==> src/rtl/hazard_scoreboard.sv <==
`default_nettype none
// ============================================================================
//  Module   : hazard_scoreboard
//  Purpose  : ID-stage hazard unit. For every source operand it picks the
//             nearest valid producer among NUM_FWD downstream stages. It also
//             tracks a per-register busy scoreboard for long-latency ops and
//             raises a stall on not-ready producers, RAW-on-busy, WAW-on-busy
//             and in-flight capacity. A saturating counter records stalled
//             cycles.
//  Ports    : clk, rst          clock, asynchronous active-high reset
//             id_valid_i        valid instruction in ID
//             src_addr_i        source registers, operand i at [i*AW +: AW]
//             src_used_i        operand i actually read
//             fwd_rd_i/_we_i    destination / write enable of stage k
//             fwd_ready_i       stage k result available
//             issue_long_i/rd_i long-latency issue request and destination
//             lwb_valid_i/rd_i  long-latency write-back and destination
//             fwd_sel_o         0 = regfile, k+1 = stage k (per operand)
//             stall_o           hold ID
//             inflight_o        outstanding long-latency ops
//             stall_cycles_o    saturating count of stalled cycles
//  Notes    : NUM_REGS is expected to be a power of two.
//  Revision : 1.0  initial release
// ============================================================================
module hazard_scoreboard #(
    parameter int NUM_SRC      = 2,
    parameter int NUM_FWD      = 2,
    parameter int NUM_REGS     = 32,
    parameter int MAX_INFLIGHT = 4,
    parameter int WB_BYPASS    = 0,
    localparam int AW = $clog2(NUM_REGS),
    localparam int SW = $clog2(NUM_FWD + 1),
    localparam int CW = $clog2(MAX_INFLIGHT + 1)
) (
    input  logic                  clk,
    input  logic                  rst,
    input  logic                  id_valid_i,
    input  logic [NUM_SRC*AW-1:0] src_addr_i,
    input  logic [NUM_SRC-1:0]    src_used_i,
    input  logic [NUM_FWD*AW-1:0] fwd_rd_i,
    input  logic [NUM_FWD-1:0]    fwd_we_i,
    input  logic [NUM_FWD-1:0]    fwd_ready_i,
    input  logic                  issue_long_i,
    input  logic [AW-1:0]         issue_rd_i,
    input  logic                  lwb_valid_i,
    input  logic [AW-1:0]         lwb_rd_i,
    output logic [NUM_SRC*SW-1:0] fwd_sel_o,
    output logic                  stall_o,
    output logic [CW-1:0]         inflight_o,
    output logic [31:0]           stall_cycles_o
);

    logic [NUM_REGS-1:0] busy_q, busy_d;
    logic [NUM_REGS-1:0] busy_vis;
    logic [CW-1:0]       inflight_q, inflight_d;
    logic [31:0]         stall_cycles_q, stall_cycles_d;

    logic [NUM_SRC-1:0]  src_not_ready;
    logic [NUM_SRC-1:0]  src_busy;
    logic                waw_hazard;
    logic                cap_hazard;
    logic                stall;
    logic                accept;
    logic                lwb_dec;

    // Busy view used by the hazard checks; with bypass enabled a write-back
    // this cycle already releases its register.
    always_comb begin
        busy_vis = busy_q;
        if (WB_BYPASS != 0 && lwb_valid_i) begin
            busy_vis[lwb_rd_i] = 1'b0;
        end
    end

    for (genvar i = 0; i < NUM_SRC; i++) begin : g_src
        logic [AW-1:0] src;
        logic [SW-1:0] sel;
        logic          hit;
        logic          rdy;

        assign src = src_addr_i[i*AW +: AW];

        // Scan farthest to nearest so the nearest match overwrites: the
        // youngest producer is the only one holding the current value.
        always_comb begin
            sel = '0;
            hit = 1'b0;
            rdy = 1'b1;
            for (int k = NUM_FWD - 1; k >= 0; k--) begin
                if (fwd_we_i[k] && (fwd_rd_i[k*AW +: AW] != '0) &&
                    (fwd_rd_i[k*AW +: AW] == src)) begin
                    sel = SW'(k + 1);
                    hit = 1'b1;
                    rdy = fwd_ready_i[k];
                end
            end
        end

        assign fwd_sel_o[i*SW +: SW] = sel;
        assign src_not_ready[i]      = src_used_i[i] && hit && !rdy;
        // A pipeline match means a younger short op overwrote the register,
        // so the pending long result is no longer the one being read.
        assign src_busy[i]           = src_used_i[i] && !hit && busy_vis[src];
    end

    assign waw_hazard = issue_long_i && busy_vis[issue_rd_i];
    assign cap_hazard = issue_long_i && (inflight_q == CW'(MAX_INFLIGHT)) && !lwb_valid_i;
    assign stall      = id_valid_i &&
                        ((|src_not_ready) || (|src_busy) || waw_hazard || cap_hazard);
    assign accept     = issue_long_i && id_valid_i && !stall && (issue_rd_i != '0);
    // A write-back with nothing outstanding (e.g. left over from before a
    // reset) only clears bits and never underflows the counter.
    assign lwb_dec    = lwb_valid_i && (inflight_q != '0);

    always_comb begin
        busy_d = busy_q;
        if (lwb_valid_i) begin
            busy_d[lwb_rd_i] = 1'b0;
        end
        if (accept) begin
            busy_d[issue_rd_i] = 1'b1;   // set after clear: set wins
        end
        busy_d[0] = 1'b0;
    end

    always_comb begin
        inflight_d = inflight_q;
        if (accept && !lwb_dec) begin
            inflight_d = inflight_q + CW'(1);
        end else if (!accept && lwb_dec) begin
            inflight_d = inflight_q - CW'(1);
        end
    end

    always_comb begin
        stall_cycles_d = stall_cycles_q;
        if (stall && (stall_cycles_q != 32'hFFFF_FFFF)) begin
            stall_cycles_d = stall_cycles_q + 32'd1;
        end
    end

    always_ff @(posedge clk or posedge rst) begin
        if (rst) begin
            busy_q         <= '0;
            inflight_q     <= '0;
            stall_cycles_q <= '0;
        end else begin
            busy_q         <= busy_d;
            inflight_q     <= inflight_d;
            stall_cycles_q <= stall_cycles_d;
        end
    end

    assign stall_o        = stall;
    assign inflight_o     = inflight_q;
    assign stall_cycles_o = stall_cycles_q;

    a_lwb_outstanding: assert property (@(posedge clk) disable iff (rst)
        lwb_valid_i |-> (inflight_q != '0));

endmodule
`default_nettype wire
==> config.mk <==
export PLATFORM = sky130hd
export DESIGN_NAME = hazard_scoreboard
export DESIGN_NICKNAME = d
export VERILOG_FILES = /design/src/rtl/hazard_scoreboard.sv
export SDC_FILE = /design/constraint.sdc
export NUM_CORES = 1
export LEC_CHECK = 0
export BUFFER_PORTS_ARGS = -buffer_cell sky130_fd_sc_hd__clkbuf_2
export CORE_MARGIN = 2
export CORE_UTILIZATION = 61
export CTS_CLUSTER_SIZE = 12
export DETAILED_ROUTE_END_ITERATION = 8
export HOLD_SLACK_MARGIN = 0.05
export PLACE_DENSITY = 0.87
export SLEW_MARGIN = 10
export SYNTH_ARGS = -nofsm -noshare
export SYNTH_HDL_FRONTEND = slang
export SYNTH_SLANG_ARGS = --single-unit
==> constraint.sdc <==
create_clock -name clk -period 10.8 [get_ports clk]
set_input_delay 0.54 -clock clk [delete_from_list [all_inputs] [get_ports clk]]
set_output_delay 0.54 -clock clk [all_outputs]
set_load 0.03 [all_outputs]
---- Word-level counts from Yosys, hierarchy flattened ----
Index checks and enable logic that the tools add are counted.
word-level totals
  output and inout bits ................... 40
  logic and storage cells ................. 92
  input port bits ......................... 41
  flip-flop bits (word level) ............. 66
operators by class
  $add $sub $neg .......................... 3
  magnitude comparators ................... 6
  multiplexer cells ....................... 26
  reduce and logical (&&, ||, !) cells .... 45
  bitwise operators ....................... 3
  equal/unequal tests ..................... 6
operators with widths
  kind                   count
  $mux 32                2
  $add 32x1->32 const B  1
  $and 32x32->32         1
  $ne 32x32->1 const B   1
  $not 32->32            1
  $or 32x32->32          1
  $logic_and 1x1->1      27
  $lt 5x6->1 const B     4
  $eq 5x5->1             4
  $bmux 1 s5             3
  $reduce_bool 5->1      3
  $mux 1                 13
  $demux 1 s5            2
  $ge 5x1->1 const B     2
  $logic_not 1->1        8
  $mux 2                 4
  $mux 3                 2
  $reduce_or 2->1        2
  $add 3x1->3 const B    1
  $eq 3x3->1 const B     1
  $logic_or 1x1->1       3
  $reduce_bool 3->1      1
  $sub 3x1->3 const B    1
  $reduce_bool 2->1      1

---- Logic depth before layout (Yosys ltp) ----
  depth in word-level cells ............... 20
  mapped depth ............................ 19
  gate-level depth less buffers ........... 14

---- Least setup slack after synthesis ----
No wires, ideal clock.
  kind .................................... input to register
  start ................................... in src_addr_i[6]
  end ..................................... reg inflight_q[2] (netlist: inflight_o[2])
  path slack .............................. 6,470 ps
  data required time ...................... 10,720 ps
  arrival ................................. 4,249 ps
  stages .................................. 17
  library setup time ...................... 80 ps
  buffers on the path ..................... 4
  path through ............................ clkbuf_1 xor2_1 nor4_2 or4b_1 o221ai_1 or4_1 buf_2 or2_1 buf_2 buf_4 nor2_1 ha_1 inv_1 fa_1 xor2_1 nor2_1 xor2_1
between the ends
  cells in the longest elaborated chain, start to end .. 18
  elaborated cells on any way between the ends .. 30
  those cells by class .................... 2 x eq/ne; 7 x mux; 21 x reduce/logical
RTL lines
  what                                 line  source
  start, declared                      38    input logic [NUM_SRC*AW-1:0] src_addr_i,
  $eq 5x5->1                           91    (fwd_rd_i[k*AW +: AW] == src)) begin
  $logic_and 1x1->1                    90    if (fwd_we_i[k] && (fwd_rd_i[k*AW +: AW] != '0) &&
  $mux 1 (2 in series)                 90
  $logic_not 1->1                      103   assign src_busy[i] = src_used_i[i] && !hit && busy_vis[src];
  $logic_and 1x1->1 (2 in series)      103
  $reduce_or 2->1                      109   ((|src_not_ready) || (|src_busy) || waw_hazard || cap_hazard);
  $logic_or 1x1->1 (*) (3 in series)   109
  $logic_and 1x1->1 (*)                108   assign stall = id_valid_i &&
  $logic_not 1->1 (*)                  110   assign accept = issue_long_i && id_valid_i && !stall && (issue_rd_i != '0);
  $logic_and 1x1->1 (*) (2 in series)  110
  $logic_not 1->1                      130   end else if (!accept && lwb_dec) begin
  $logic_and 1x1->1                    130
  $reduce_bool 2->1 (no line)          --
  end signal, assigned                 149   inflight_q <= inflight_d;
  end, declared                        55    logic [CW-1:0] inflight_q, inflight_d;
Every way passes the cells marked *; elsewhere a longest branch is shown, timed or not. The select of a mux whose other input is x is not followed.
A chain may end at the register's enable or synchronous reset.

---- Worst setup path after layout ----
  start ................................... in src_addr_i[7]
  end ..................................... reg inflight_q[2] (netlist: inflight_o[2])
The elaborated chain is that of the path after synthesis.

==> metrics.txt <==
# TYPE chip_impl_metric gauge
chip_impl_metric{name="min_period_over_period",unit="%"} 38.1
chip_impl_metric{name="postLayoutCoreUtil",unit="%"} 72.5
chip_impl_metric{name="final.setup_skew",unit="ps"} 10.1
chip_impl_info{name="timing.critical_path.from_type",value="input pin"} 1
chip_impl_metric{name="io_buffer_count",unit=""} 80
chip_impl_metric{name="synthesis.instances",unit=""} 426
chip_impl_metric{name="max-slew-margin-rel",unit="%"} 34.2
chip_impl_metric{name="gr_met3_demand_resource",unit="%"} 4.71
chip_impl_metric{name="grt_max_degree",unit=""} 67
chip_impl_metric{name="grt_use_total",unit="%"} 30.3
chip_impl_metric{name="synth_seq_cells",unit=""} 66
chip_impl_metric{name="power-per-cell-area",unit="nW/um^2"} 155
chip_impl_info{name="ys.flop_type",value="sky130_fd_sc_hd__dfrtp_1"} 1
chip_impl_info{name="type_of_element_capturing_the_critical_path",value="flop"} 1
chip_impl_metric{name="gp_congestion",unit=""} 0.915
chip_impl_info{name="path_cells",value="clkbuf_2, mux4_2, nor2b_1, or4b_1, o311ai_1, nor4b_1, or4_1, buf_4, or2_1, nor2_1, ha_1, inv_1, fa_1, xor2_1, nor2_1, xor2_1"} 1
chip_impl_metric{name="cap_violations",unit=""} 0
chip_impl_metric{name="synth_area_per_cell",unit="sq um"} 10.1
chip_impl_metric{name="static-leakage-power",unit="nW"} 2.16
chip_impl_metric{name="setup_viol_count_final",unit=""} 0
chip_impl_metric{name="global_route.overflow_total",unit=""} 0
chip_impl_metric{name="mappedNetlistArea",unit="sq um"} 4300
chip_impl_info{name="hold_path_class",value="input pin to async pin"} 1
chip_impl_metric{name="reg2reg_setup_slack",unit="ps"} 6790
chip_impl_info{name="crit_path_end",value="inflight_o[2]"} 1
chip_impl_metric{name="globalRouteMet2Util",unit="%"} 49.2
chip_impl_info{name="cp_slowest_cell",value="sky130_fd_sc_hd__mux4_2"} 1
chip_impl_info{name="worstReg2RegStart",value="busy_q[21]"} 1
chip_impl_metric{name="critPathMaxFanout",unit=""} 34
chip_impl_info{name="critical_path_class",value="input pin to flop"} 1
chip_impl_metric{name="fp.coreArea",unit="sq um"} 6790
chip_impl_metric{name="postRouteWirelength",unit="mm"} 11.2
chip_impl_metric{name="die_h",unit="um"} 88.0
chip_impl_metric{name="start_util",unit="%"} 63.3
chip_impl_metric{name="initial_antenna_violation_count",unit=""} 0
chip_impl_metric{name="sequential_to_total_area_share_from_yosys_stat",unit="%"} 38.4
chip_impl_metric{name="drv_slew",unit=""} 0
chip_impl_metric{name="ff2ff_path_depth",unit=""} 15
chip_impl_metric{name="finalInstanceArea",unit="sq um"} 4930
chip_impl_metric{name="finish.net_count",unit=""} 538
chip_impl_info{name="run_status",value="completed"} 1
chip_impl_metric{name="cts.reportedPaths.clkPinSlew",unit="ps"} 80
chip_impl_metric{name="num_vias",unit=""} 3866
chip_impl_metric{name="final_layout_size_suffix_gt1_share",unit="%"} 26.1
chip_impl_metric{name="antennaDiodeCount",unit=""} 0
chip_impl_metric{name="setup_total_negative_slack",unit="ps"} 0
chip_impl_metric{name="cts-buffers-inserted",unit=""} 9
chip_impl_metric{name="grt_pass1_vias",unit=""} 3680
chip_impl_metric{name="report.final.hold_viol_count",unit=""} 0
chip_impl_metric{name="global_route_wire_length_before_repair",unit="mm"} 17.9
chip_impl_metric{name="cp.required",unit="ps"} 11080
chip_impl_metric{name="timing.fmax",unit="MHz"} 243
chip_impl_metric{name="placedInstanceArea",unit="sq um"} 4730
chip_impl_info{name="cts_tree",value="done"} 1
chip_impl_metric{name="cts_hold_buf",unit=""} 0
chip_impl_metric{name="areaGrowthSynthToFinish",unit="%"} 14.6
chip_impl_metric{name="cts-htree-levels",unit=""} 3
chip_impl_metric{name="synth_nets",unit=""} 470
chip_impl_info{name="grt_busiest_layer",value="met2"} 1
chip_impl_metric{name="worst_ir_drop_vdd",unit="V"} 0.000111
chip_impl_metric{name="drcViolationCount",unit=""} 0
chip_impl_metric{name="cts.repair.resized",unit=""} 0
chip_impl_metric{name="io_pins",unit=""} 81
chip_impl_metric{name="drt-pass1-iter-count",unit=""} 6
chip_impl_metric{name="grt_use_met1",unit="%"} 40.8
chip_impl_info{name="worstReg2RegEnd",value="inflight_o[2]"} 1
chip_impl_info{name="mostFrequentLayoutCells",value="80 x sky130_fd_sc_hd__clkbuf_2, 66 x sky130_fd_sc_hd__dfrtp_1, 40 x sky130_fd_sc_hd__xnor2_1, 33 x sky130_fd_sc_hd__o21ai_0, 25 x sky130_fd_sc_hd__nand2_1"} 1
chip_impl_metric{name="drt-wirelength-per-cell",unit="um"} 18.8
chip_impl_metric{name="async_reset_ff_share",unit="%"} 100
chip_impl_metric{name="synthDistinctLibCells",unit=""} 51
chip_impl_metric{name="worst_path_largest_cell_delay",unit="ps"} 540
chip_impl_metric{name="design.die.area",unit="sq um"} 7740
chip_impl_metric{name="worstMarginPinSlew",unit="ps"} 979
chip_impl_info{name="clockRootBuffer",value="sky130_fd_sc_hd__clkbuf_8"} 1
chip_impl_metric{name="fin_worst_hold_slack",unit="ps"} 407
chip_impl_metric{name="num_clock_sinks",unit=""} 66
chip_impl_metric{name="drtAntennaViolNets",unit=""} 0
chip_impl_metric{name="place_hpwl",unit="mm"} 7.95
chip_impl_metric{name="die-width",unit="um"} 88.0
chip_impl_info{name="layout.cells.most_common",value="sky130_fd_sc_hd__clkbuf_2"} 1
chip_impl_info{name="rsz0062_at_grt",value="no"} 1
chip_impl_metric{name="number_of_fill_cells",unit=""} 502
chip_impl_metric{name="floorplan.rows",unit=""} 30
chip_impl_metric{name="synth-edff-count",unit=""} 0
chip_impl_metric{name="drtIter0Drc",unit=""} 368
chip_impl_metric{name="synthesis.yosys.warnings",unit=""} 0
chip_impl_metric{name="vias_per_cell",unit=""} 6.50
chip_impl_metric{name="timing.critical_path.arrival",unit="ps"} 4390
chip_impl_metric{name="max-clock-path-buffers",unit=""} 2
chip_impl_metric{name="post-cts-setup-buffer-count",unit=""} 0
chip_impl_metric{name="clk_latency",unit="ps"} 360
chip_impl_info{name="worst_setup_sp",value="src_addr_i[7]"} 1
chip_impl_metric{name="final.min_clock_period",unit="ps"} 4110
report_power, final:
part / total [mW] / internal (mW) / switching, mW
Clock: 0.213 / 0.108 / 0.105
Sequential: 0.335 / 0.284 / 0.0514
Combinational: 0.214 / 0.0905 / 0.124
Total: 0.762 / 0.482 / 0.280
critical path: cells and delay by family:
kind | cells | cell delay, ps
AND/OR/NAND/NOR | 7 | 1710
buffers and inverters | 3 | 590
adder cells (fa/ha/maj) | 2 | 570
multiplexers | 1 | 540
XOR/XNOR | 2 | 300
AO/OA/AOI/OAI | 1 | 120
kinds of logic after synthesis:
family | Yosys count | share of synthesized area (%)
simple gates | 149 | 20.2
compound gates | 85 | 13.2
flops | 66 | 38.4
xor+xnor | 54 | 11.0
mux | 35 | 12.7
buf+inv | 34 | 3.43
fa+ha+maj | 3 | 1.05
worst min-delay path by stage:
stage | endpoint | slack (ps) | cells past startpoint
global placement | stall_cycles_o[26] | 480 | 1
detailed placement | stall_cycles_o[26] | 480 | 1
finish | stall_cycles_o[22] | 410 | 3
global route | inflight_o[1] | 510 | 3
floorplan | busy_q[8] | 500 | 2
CTS | stall_cycles_o[22] | 430 | 3
final cells by class:
| type | instances | area, sq um | share of cell area [%] |
|---|---|---|---|
| clock buffer | 9 | 124 | 2.51 |
| clock inverter | 7 | 77.6 | 1.57 |
| inverter | 8 | 30.0 | 0.609 |
| multi-input combinational | 326 | 2500 | 50.8 |
| sequential | 66 | 1650 | 33.5 |
| tap | 96 | 120 | 2.44 |
| timing repair buffer | 83 | 423 | 8.58 |
sequential cells by signal (all words and copies together) (netlist names):
signal,cells
busy_q,31
stall_cycles_o,32
inflight_o,3
per-layer routing:
metal / up-vias / share of wire [%]
met5: - / 0
met4: 0 / 2.3
met3: 32 / 8.1
met2: 207 / 48
met1: 1872 / 41
li1: 1755 / -
through the flow:
| stage | setup WS, ps | std cells | total power, mW |
|---|---|---|---|
| 2_1_floorplan | 6470 | 426 | 0.482 |
| 3_3_place_gp | 6480 | 579 | 0.540 |
| 3_5_place_dp | 6300 | 579 | 0.551 |
| 4_1_cts | 6670 | 595 | 0.760 |
| 5_1_grt | 6390 | 595 | 0.799 |
| 6_report | 6690 | 595 | 0.762 |
synthesized netlist by cell type (3+ instances only):
library cell                n  area (sq um)
sky130_fd_sc_hd__o41ai_1    4          35.0
sky130_fd_sc_hd__nor4_1     3          18.8
sky130_fd_sc_hd__mux2_2     6          67.6
sky130_fd_sc_hd__and4_1     4          35.0
sky130_fd_sc_hd__inv_1      8          30.0
sky130_fd_sc_hd__dfrtp_1   66          1650
sky130_fd_sc_hd__buf_2      7          35.0
sky130_fd_sc_hd__o21ai_1    8          40.0
sky130_fd_sc_hd__xnor2_1   40           350
sky130_fd_sc_hd__nor2_1    12          45.0
sky130_fd_sc_hd__and3_1    19           119
sky130_fd_sc_hd__nor3_1    16          80.1
sky130_fd_sc_hd__mux4_2    15           338
sky130_fd_sc_hd__nand3_1   15          75.1
sky130_fd_sc_hd__xor2_1    14           123
sky130_fd_sc_hd__nor4b_1    4          35.0
sky130_fd_sc_hd__o31ai_1   17           128
sky130_fd_sc_hd__nand4_1   15          93.8
sky130_fd_sc_hd__o21ai_0   33           165
sky130_fd_sc_hd__or4_1      4          30.0
sky130_fd_sc_hd__o22ai_1    4          25.0
sky130_fd_sc_hd__mux2i_1   14           140
sky130_fd_sc_hd__clkbuf_1  17          63.8
sky130_fd_sc_hd__o41ai_2    3          48.8
sky130_fd_sc_hd__or3b_2     5          43.8
sky130_fd_sc_hd__nor2b_1    8          50.1
sky130_fd_sc_hd__nand3b_1  10          75.1
sky130_fd_sc_hd__nand2_1   25          93.8
(Power assumes the default switching activity.)
